`src/rtl/serdiv_issue_ctrl_pkg.sv`:
```
// Shared types for the serial-divider issue controller.
// Request bundle and controller state encoding.
package serdiv_issue_ctrl_pkg;

   localparam int unsigned TRANS_ID_BITS = 3;
   localparam int unsigned DIV_WIDTH     = 64;

   typedef enum logic [1:0] {
      IDLE  = 2'd0,
      ISSUE = 2'd1,
      WAIT  = 2'd2,
      RESP  = 2'd3
   } issue_state_e;

   typedef struct packed {
      logic [TRANS_ID_BITS-1:0] id;
      logic [DIV_WIDTH-1:0]     op_a;
      logic [DIV_WIDTH-1:0]     op_b;
      logic [1:0]               opcode;
   } div_req_t;

endpackage

```
`src/rtl/serdiv_req_fifo.sv`:
```
// Small request FIFO with synchronous flush.
// A count register separates full from empty.
module serdiv_req_fifo #(
   parameter int unsigned DEPTH = 2,
   parameter type         T     = logic
) (
   input  logic clk_i,
   input  logic rst_ni,
   input  logic flush_i,
   input  logic push_i,
   input  T     data_i,
   input  logic pop_i,
   output T     data_o,
   output logic full_o,
   output logic empty_o
);

   localparam int unsigned PW = (DEPTH > 1) ? $clog2(DEPTH) : 1;
   localparam int unsigned CW = $clog2(DEPTH + 1);

   T              r_mem [DEPTH];
   logic [PW-1:0] r_wptr;
   logic [PW-1:0] r_rptr;
   logic [CW-1:0] r_cnt;
   logic          w_push;
   logic          w_pop;

   assign full_o  = (r_cnt == CW'(DEPTH));
   assign empty_o = (r_cnt == '0);
   assign w_push  = push_i & ~full_o & ~flush_i;
   assign w_pop   = pop_i & ~empty_o & ~flush_i;
   assign data_o  = r_mem[r_rptr];

   always_ff @(posedge clk_i or negedge rst_ni) begin
      if (!rst_ni) begin
         for (int i = 0; i < DEPTH; i++) r_mem[i] <= '0;
         r_wptr <= '0;
         r_rptr <= '0;
         r_cnt  <= '0;
      end else if (flush_i) begin
         r_wptr <= '0;
         r_rptr <= '0;
         r_cnt  <= '0;
      end else begin
         if (w_push) begin
            r_mem[r_wptr] <= data_i;
            r_wptr        <= r_wptr + 1'b1;
         end
         if (w_pop) r_rptr <= r_rptr + 1'b1;
         if (w_push & ~w_pop)
            r_cnt <= r_cnt + 1'b1;
         else if (w_pop & ~w_push)
            r_cnt <= r_cnt - 1'b1;
      end
   end

endmodule

```
`src/rtl/serdiv_issue_ctrl.sv`:
```
// Issue/writeback controller for the serial divider: one op in flight,
// registered result slot, returned-id check and latency watchdog.
import serdiv_issue_ctrl_pkg::*;

module serdiv_issue_ctrl #(
   parameter int unsigned WIDTH      = DIV_WIDTH,
   parameter int unsigned FIFO_DEPTH = 2,
   parameter int unsigned TIMEOUT    = 80
) (
   input  logic                     clk_i,
   input  logic                     rst_ni,
   input  logic                     flush_i,
   input  logic                     req_valid_i,
   output logic                     req_ready_o,
   input  logic [TRANS_ID_BITS-1:0] req_id_i,
   input  logic [WIDTH-1:0]         req_op_a_i,
   input  logic [WIDTH-1:0]         req_op_b_i,
   input  logic [1:0]               req_opcode_i,
   output logic                     div_in_vld_o,
   input  logic                     div_in_rdy_i,
   output logic [TRANS_ID_BITS-1:0] div_id_o,
   output logic [WIDTH-1:0]         div_op_a_o,
   output logic [WIDTH-1:0]         div_op_b_o,
   output logic [1:0]               div_opcode_o,
   output logic                     div_flush_o,
   input  logic                     div_out_vld_i,
   output logic                     div_out_rdy_o,
   input  logic [TRANS_ID_BITS-1:0] div_id_i,
   input  logic [WIDTH-1:0]         div_res_i,
   output logic                     wb_valid_o,
   input  logic                     wb_ready_i,
   output logic [TRANS_ID_BITS-1:0] wb_id_o,
   output logic [WIDTH-1:0]         wb_res_o,
   output logic                     timeout_o,
   output logic                     id_err_o,
   output logic                     busy_o
);

   localparam int unsigned     TW    = $clog2(TIMEOUT);
   localparam logic [TW-1:0]   TLAST = TW'(TIMEOUT - 1);

   issue_state_e             r_state;
   logic [TW-1:0]            r_timer;
   logic [TRANS_ID_BITS-1:0] r_exp_id;
   logic [TRANS_ID_BITS-1:0] r_wb_id;
   logic [WIDTH-1:0]         r_wb_res;

   div_req_t w_req_in;
   div_req_t w_head;
   logic     w_full;
   logic     w_empty;
   logic     w_push;
   logic     w_issue_hs;
   logic     w_capture;
   logic     w_abort;

   assign w_req_in = '{id: req_id_i, op_a: req_op_a_i,
                       op_b: req_op_b_i, opcode: req_opcode_i};

   assign req_ready_o = ~w_full & ~flush_i;
   assign w_push      = req_valid_i & req_ready_o;
   assign w_issue_hs  = (r_state == ISSUE) & div_in_rdy_i & ~flush_i;
   assign w_capture   = (r_state == WAIT) & div_out_vld_i & ~flush_i;
   assign w_abort     = (r_state == WAIT) & ~div_out_vld_i
                      & (r_timer == TLAST) & ~flush_i;

   serdiv_req_fifo #(
      .DEPTH (FIFO_DEPTH),
      .T     (div_req_t)
   ) u_fifo (
      .clk_i   (clk_i),
      .rst_ni  (rst_ni),
      .flush_i (flush_i),
      .push_i  (w_push),
      .data_i  (w_req_in),
      .pop_i   (w_issue_hs),
      .data_o  (w_head),
      .full_o  (w_full),
      .empty_o (w_empty)
   );

   assign div_in_vld_o  = (r_state == ISSUE);
   assign div_id_o      = w_head.id;
   assign div_op_a_o    = w_head.op_a;
   assign div_op_b_o    = w_head.op_b;
   assign div_opcode_o  = w_head.opcode;
   assign div_out_rdy_o = (r_state == WAIT);
   assign div_flush_o   = flush_i | w_abort;

   assign wb_valid_o = (r_state == RESP);
   assign wb_id_o    = r_wb_id;
   assign wb_res_o   = r_wb_res;
   assign timeout_o  = w_abort;
   assign id_err_o   = w_capture & (div_id_i != r_exp_id);
   assign busy_o     = (r_state != IDLE) | ~w_empty;

   // Flush outranks every handshake and the watchdog.
   always_ff @(posedge clk_i or negedge rst_ni) begin
      if (!rst_ni) begin
         r_state  <= IDLE;
         r_timer  <= '0;
         r_exp_id <= '0;
         r_wb_id  <= '0;
         r_wb_res <= '0;
      end else if (flush_i) begin
         r_state <= IDLE;
         r_timer <= '0;
      end else begin
         unique case (r_state)
            IDLE: begin
               if (!w_empty) r_state <= ISSUE;
            end
            ISSUE: begin
               if (div_in_rdy_i) begin
                  r_exp_id <= w_head.id;
                  r_timer  <= '0;
                  r_state  <= WAIT;
               end
            end
            WAIT: begin
               if (div_out_vld_i) begin
                  r_wb_id  <= div_id_i;
                  r_wb_res <= div_res_i;
                  r_state  <= RESP;
               end else if (r_timer == TLAST) begin
                  r_timer <= '0;
                  r_state <= IDLE;
               end else begin
                  r_timer <= r_timer + 1'b1;
               end
            end
            RESP: begin
               if (wb_ready_i) r_state <= w_empty ? IDLE : ISSUE;
            end
            default: r_state <= IDLE;
         endcase
      end
   end

endmodule
```
`config.mk`:
```
export PLATFORM = sky130hd
export DESIGN_NAME = serdiv_issue_ctrl
export DESIGN_NICKNAME = d
export VERILOG_FILES = /design/src/rtl/serdiv_issue_ctrl_pkg.sv /design/src/rtl/serdiv_req_fifo.sv /design/src/rtl/serdiv_issue_ctrl.sv
export SDC_FILE = /design/constraint.sdc
export NUM_CORES = 1
export LEC_CHECK = 0
export ABC_CLOCK_PERIOD_IN_PS = 2100
export BUFFER_PORTS_ARGS = -buffer_cell sky130_fd_sc_hd__clkbuf_2
export CAP_MARGIN = 20
export CORE_ASPECT_RATIO = 1.2
export CORE_MARGIN = 2
export CORE_UTILIZATION = 52
export DETAILED_ROUTE_END_ITERATION = 7
export PLACE_DENSITY_LB_ADDON = 0.25
export SYNTH_ARGS = -nofsm -noshare
export SYNTH_HDL_FRONTEND = slang
export SYNTH_SLANG_ARGS = --single-unit
```
`constraint.sdc`:
```
create_clock -name clk_i -period 2.1 [get_ports clk_i]
set_input_delay 0.105 -clock clk_i [delete_from_list [all_inputs] [get_ports clk_i]]
set_output_delay 0.105 -clock clk_i [all_outputs]
set_load 0.03 [all_outputs]
```
* After elaboration in Yosys (flattened, before gate mapping) *
Index checks and enable logic that the tools add are counted.

word-level totals
  output and inout port bits = 208
  input bits = 207
  register bits = 349
  word-level logic and storage cells = 100

operators by class
  eq/ne operators = 11
  order comparisons = 3
  muxes and demuxes = 26
  add/sub/neg operators = 5
  bitwise logic cells = 26
  reductions and logical operators = 13

operators with widths
  cell                                                      number
  two-way mux 133 bit                                       4
  bitwise mux 266 bit                                       1
  demux 133 bit (select 1 bit)                              1
  two-way mux 7 bit                                         4
  two-way mux 2 bit                                         9
  AND 1 bit                                                 16
  case mux 7 bit (2 select lines)                           1
  AND reduction 3 bit                                       3
  case mux 2 bit (4 select lines)                           1
  adder 7 x 1 -> 7 bit, second input constant               1
  == test 7 bit, second input constant                      1
  == test 2 bit, second input constant                      3
  inequality test 3 x 2 -> 1 bit, second input constant     2
  inequality test 3 bit, second input constant              2
  inverter 1 bit                                            6
  nonzero test 2 bit                                        3
  nonzero test 3 bit                                        2
  two-way mux 1 bit                                         5
  greater-or-equal comparator 2 bit, second input constant  2
  zero test 2 bit                                           2
  inequality test 4 x 3 -> 1 bit, second input constant     1
  inverter 1 -> 2 bit                                       2
  AND reduction 4 bit                                       1
  inequality test 3 bit                                     1
  other kinds (8)                                           10

* Logic depth before layout (Yosys ltp) *
  word-level depth = 11
  gate-level depth with buffers = 6
  mapped depth without buffers = 5

* By module *
From an unflattened synthesis, not the netlist that was laid out.

second synthesis, totals
  cell total of the unflattened synthesis = 960
  area, all modules = 14968.1 um2

by module, submodules not included
  module             sequential area each (um2)  area an instance (um2)  times used  cells each
  serdiv_req_fifo    6756.5                      11599.9                 1           733
  serdiv_issue_ctrl  1976.9                      3368.2                  1           227

* Worst setup path after synthesis *
No wires, ideal clock.

  kind = register to output
  from = register r_timer[0]
  to = output port timeout_o
  required time = 1.995 ns
  data arrival time = 2.059 ns
  path buffers = 0
  cell stages (with the launch flop) = 5
  slack = -0.064 ns
  cell sequence = dfrtp_1 ha_1 nand3_1 or4b_2 nor3_1

between the ends
  cells in the longest elaborated chain, start to end = 3

ends and longest elaborated chain
  item                    RTL line                  text
  from (decl)             serdiv_issue_ctrl.sv:43   logic [TW-1:0] r_timer;
  from (signal assigned)  serdiv_issue_ctrl.sv:129  r_timer <= r_timer + 1'b1;
  == test 7 bit           serdiv_issue_ctrl.sv:65   & (r_timer == TLAST) & ~flush_i;
  AND 1 bit (2 in a row)  serdiv_issue_ctrl.sv:65
  to (decl)               serdiv_issue_ctrl.sv:34   output logic timeout_o,

Every way passes these cells.

* Final worst setup path *
Same ends and word-level chain as after synthesis.

==> run summary <==
RSZ-0062 raised after global routing = true
Setup violators final = 2
Crit path launch = r_timer[0]
Cell Rows = 67
CTS tree = done
CTS Buf Count = 36
Hold Path Depth = 4
Synth cell types = 42
Clock sinks = 349
Slew @ Worst Pin = 0.581 ns
Hold EP = u_fifo.r_cnt[1]
Power per cell area = 1180 mW/mm2
Setup TNS = -0.222 ns
Metal-1 WL = 14900 um
Vias per cell = 5.21
Synth Net Count = 1160
Critical path type = reg -> out
Sequential cell area = 0.00874 mm2
Slowest cell on the critical path = or4b_4
R2r worst-path depth = 6
Synth Instances = 952
Synth Cell Area = 0.0148 mm2
Arr. time, crit path = 2.11 ns
Hold Violations, Final = 0
Leak = 9.81 nW
Most frequent cells in the layout = 410 x clkbuf_2, 399 x mux2_2, 348 x dfrtp_1
Post-synth EDFFs = 0
Io pins = 415
Clk Latency, worst-skew pair = 0.50 ns
Yosys reg bits = 349
Worst setup margin = -0.112 ns
Die H = 189 um
GRT Resource Usage Total = 25.8%
Max Buffers Root-to-Sink = 3
Multi-input gate area = 0.00584 mm2
NumNets Final = 1809
Detail Route Antenna Nets = 0
Grt ovf = 0
Initial Util = 53.0%
Placer Congestion = 0.798
Uppermost layer routed = met4
Post-route minimum period = 2.21 ns
Max FO, Critical Path = 4
FF-to-FF setup slack = 0.01 ns
Drt pass-1 iters = 4
Min-Delay Startpoint = req_valid_i
Post-synth top area share = 58.8%
Worst min path class = in -> reg
Post-synth top flop = dfrtp_1
Die span in x = 158 um
Vias in the first global route = 11700
Final period util = 105%
Area Overhead vs Synth = 41.8%
Largest net degree at the start of global routing = 65
Terminus of the critical flop-to-flop path = r_state[1]
First-pass GRT wire length = 61100 um
Delay-heaviest family, CP = simple AND/OR/NAND/NOR gates
WL met2 = 20200 um
Worst relative slew slack = 61.2%
Worst Setup Start Kind = register
H-tree depth = 2
CP max stage delay = 0.54 ns
Syn_area_per_cell = 15.6 um2
Yosys top cell by area = dfrtp_1
Total Power = 24.8 mW
Layout cells sized above 1 = 57.0%
Warnings, synthesis = 0
Core ar. = 0.0280 mm2
Critical Path RT = 2.00 ns
Initial antenna violation count = 1
Fill cell count = 1727
Synth area leaders = dfrtp_1 59%, mux2_2 30%, mux2_1 5.3%, buf_4 0.81%, buf_2 0.67%
IR drop worst, VDD = 1.08 mV
Wire length on met3 = 2470 um
Post-DP HPWL = 24200 um
Outcome = complete, but fails checks
Clock Pin Slew Worst Setup and Hold Paths = 0.06 ns
Clock Skew = 0.0112 ns
Commonest non-fill, non-tap cell in the layout = clkbuf_2
Worst r2r src = r_timer[0]
Root Driver = clkbuf_16
Critical path endpoint category = output port
DRC errors left = 0
Total Die Area = 0.0299 mm2
Port bufs = 414
WP buf/inv = 1
Post-synth ARST share = 100%
Achievable frequency = 0.452 GHz
MaxCap Viol Count = 0
Hold Slack = 0.0309 ns
Sequential share of the synthesized area = 58.8%
Worst-path cell chain = ha_2, nand3_2, or4b_4, nor3_2, clkbuf_8
Failing checks = negative setup slack
Final slew viol count = 0
WL/cell = 19.4 um
DR vias = 10400
Final WL = 38800 um
Initial DRC count = 400
synth_stat cells (all sizes together), types with 3 or more instances:
master / instances
nand2: 7
xnor2: 4
buf: 43
a21oi: 4
clkbuf: 12
nand3b: 3
mux2: 469
and2: 3
o21ai: 10
nor2: 7
nand3: 3
nor3: 3
nor3b: 4
dfrtp: 349
nor2b: 7
state kept, by name, summed over array words and instances (netlist names):
register and count:
u_fifo.r_rptr 1, u_fifo.r_cnt 2, r_state 2, u_fifo.r_mem 266
r_timer 7, r_exp_id 3, u_fifo.r_wptr 1, wb_id_o 3
wb_res_o 64
worst max-delay path by stage:
stage	end	slack [ns]	cells past startpoint
after detailed placement	div_flush_o	0.12	6
after global placement	div_flush_o	0.14	6
after CTS	div_flush_o	-0.08	6
after global routing	timeout_o	-0.19	5
final	timeout_o	-0.11	5
after floorplan	u_fifo.r_mem[100]	0.03	6
stage by stage:
stage / util [%] / cell area [um2] / setup slack [ns] / cells
after floorplan: - / 14900 / 0.0333 / 952
after global placement: 63.2 / 17700 / 0.142 / 1732
final: 75.2 / 21000 / -0.112 / 2002
after global routing: 75.2 / 21000 / -0.186 / 2002
after detailed placement: 63.2 / 17700 / 0.118 / 1732
after CTS: 75.0 / 21000 / -0.0775 / 1999
metal layers:
metal	track usage [%]	vias to the layer above
li1	-	4717
met3	5.79	82
met2	45.8	356
met4	8.63	0
met5	0	-
met1	30.7	5269
kinds of logic (layout without fill, tap and decap cells):
logic type,count (synthesis),after routing,share of synthesized area (%)
mux,469,469,35.6
compound gates,27,27,1.16
simple gates,44,44,1.90
fa+ha+maj,1,1,0.0843
other cells,0,1,0
xor+xnor,5,5,0.295
buf+inv,57,727,2.17
flops,349,349,58.8
layout make-up:
cell class | instances | area share (%)
Sequential cell | 349 | 41.5
Multi-Input combinational cell | 546 | 27.7
Timing Repair Buffer | 666 | 22.8
Clock buffer | 49 | 4.80
Tap cell | 379 | 2.25
Clock inverter | 10 | 0.850
Inverter | 2 | 0.0357
Antenna cell | 1 | 0.0119
tightest hold or removal path: stages:
cell and delay [ns]:
clkbuf_2 0.17, nand2_1 0.08, nand3b_1 0.08, a21oi_1 0.05
where the power goes:
group	leakage (nW)	switching [mW]	internal [mW]	total, mW
clock	0.585	2.55	3.97	6.52
sequential	4.23	1.16	8.95	10.1
combinational	5.00	4.69	3.46	8.15
total	9.81	8.40	16.4	24.8
what timing repair did:
action | 4_1_cts | 5_1_grt
hold endpoints to repair | 391 | 0
hold buffers | 205 | 0
cloned | 0 | 1
setup buffers | 3 | 1
pin swaps | 4 | 0
gates resized for setup | 8 | 7
setup endpoints to repair | 2 | 19
No activity file was read; power rests on OpenSTA's default activity.
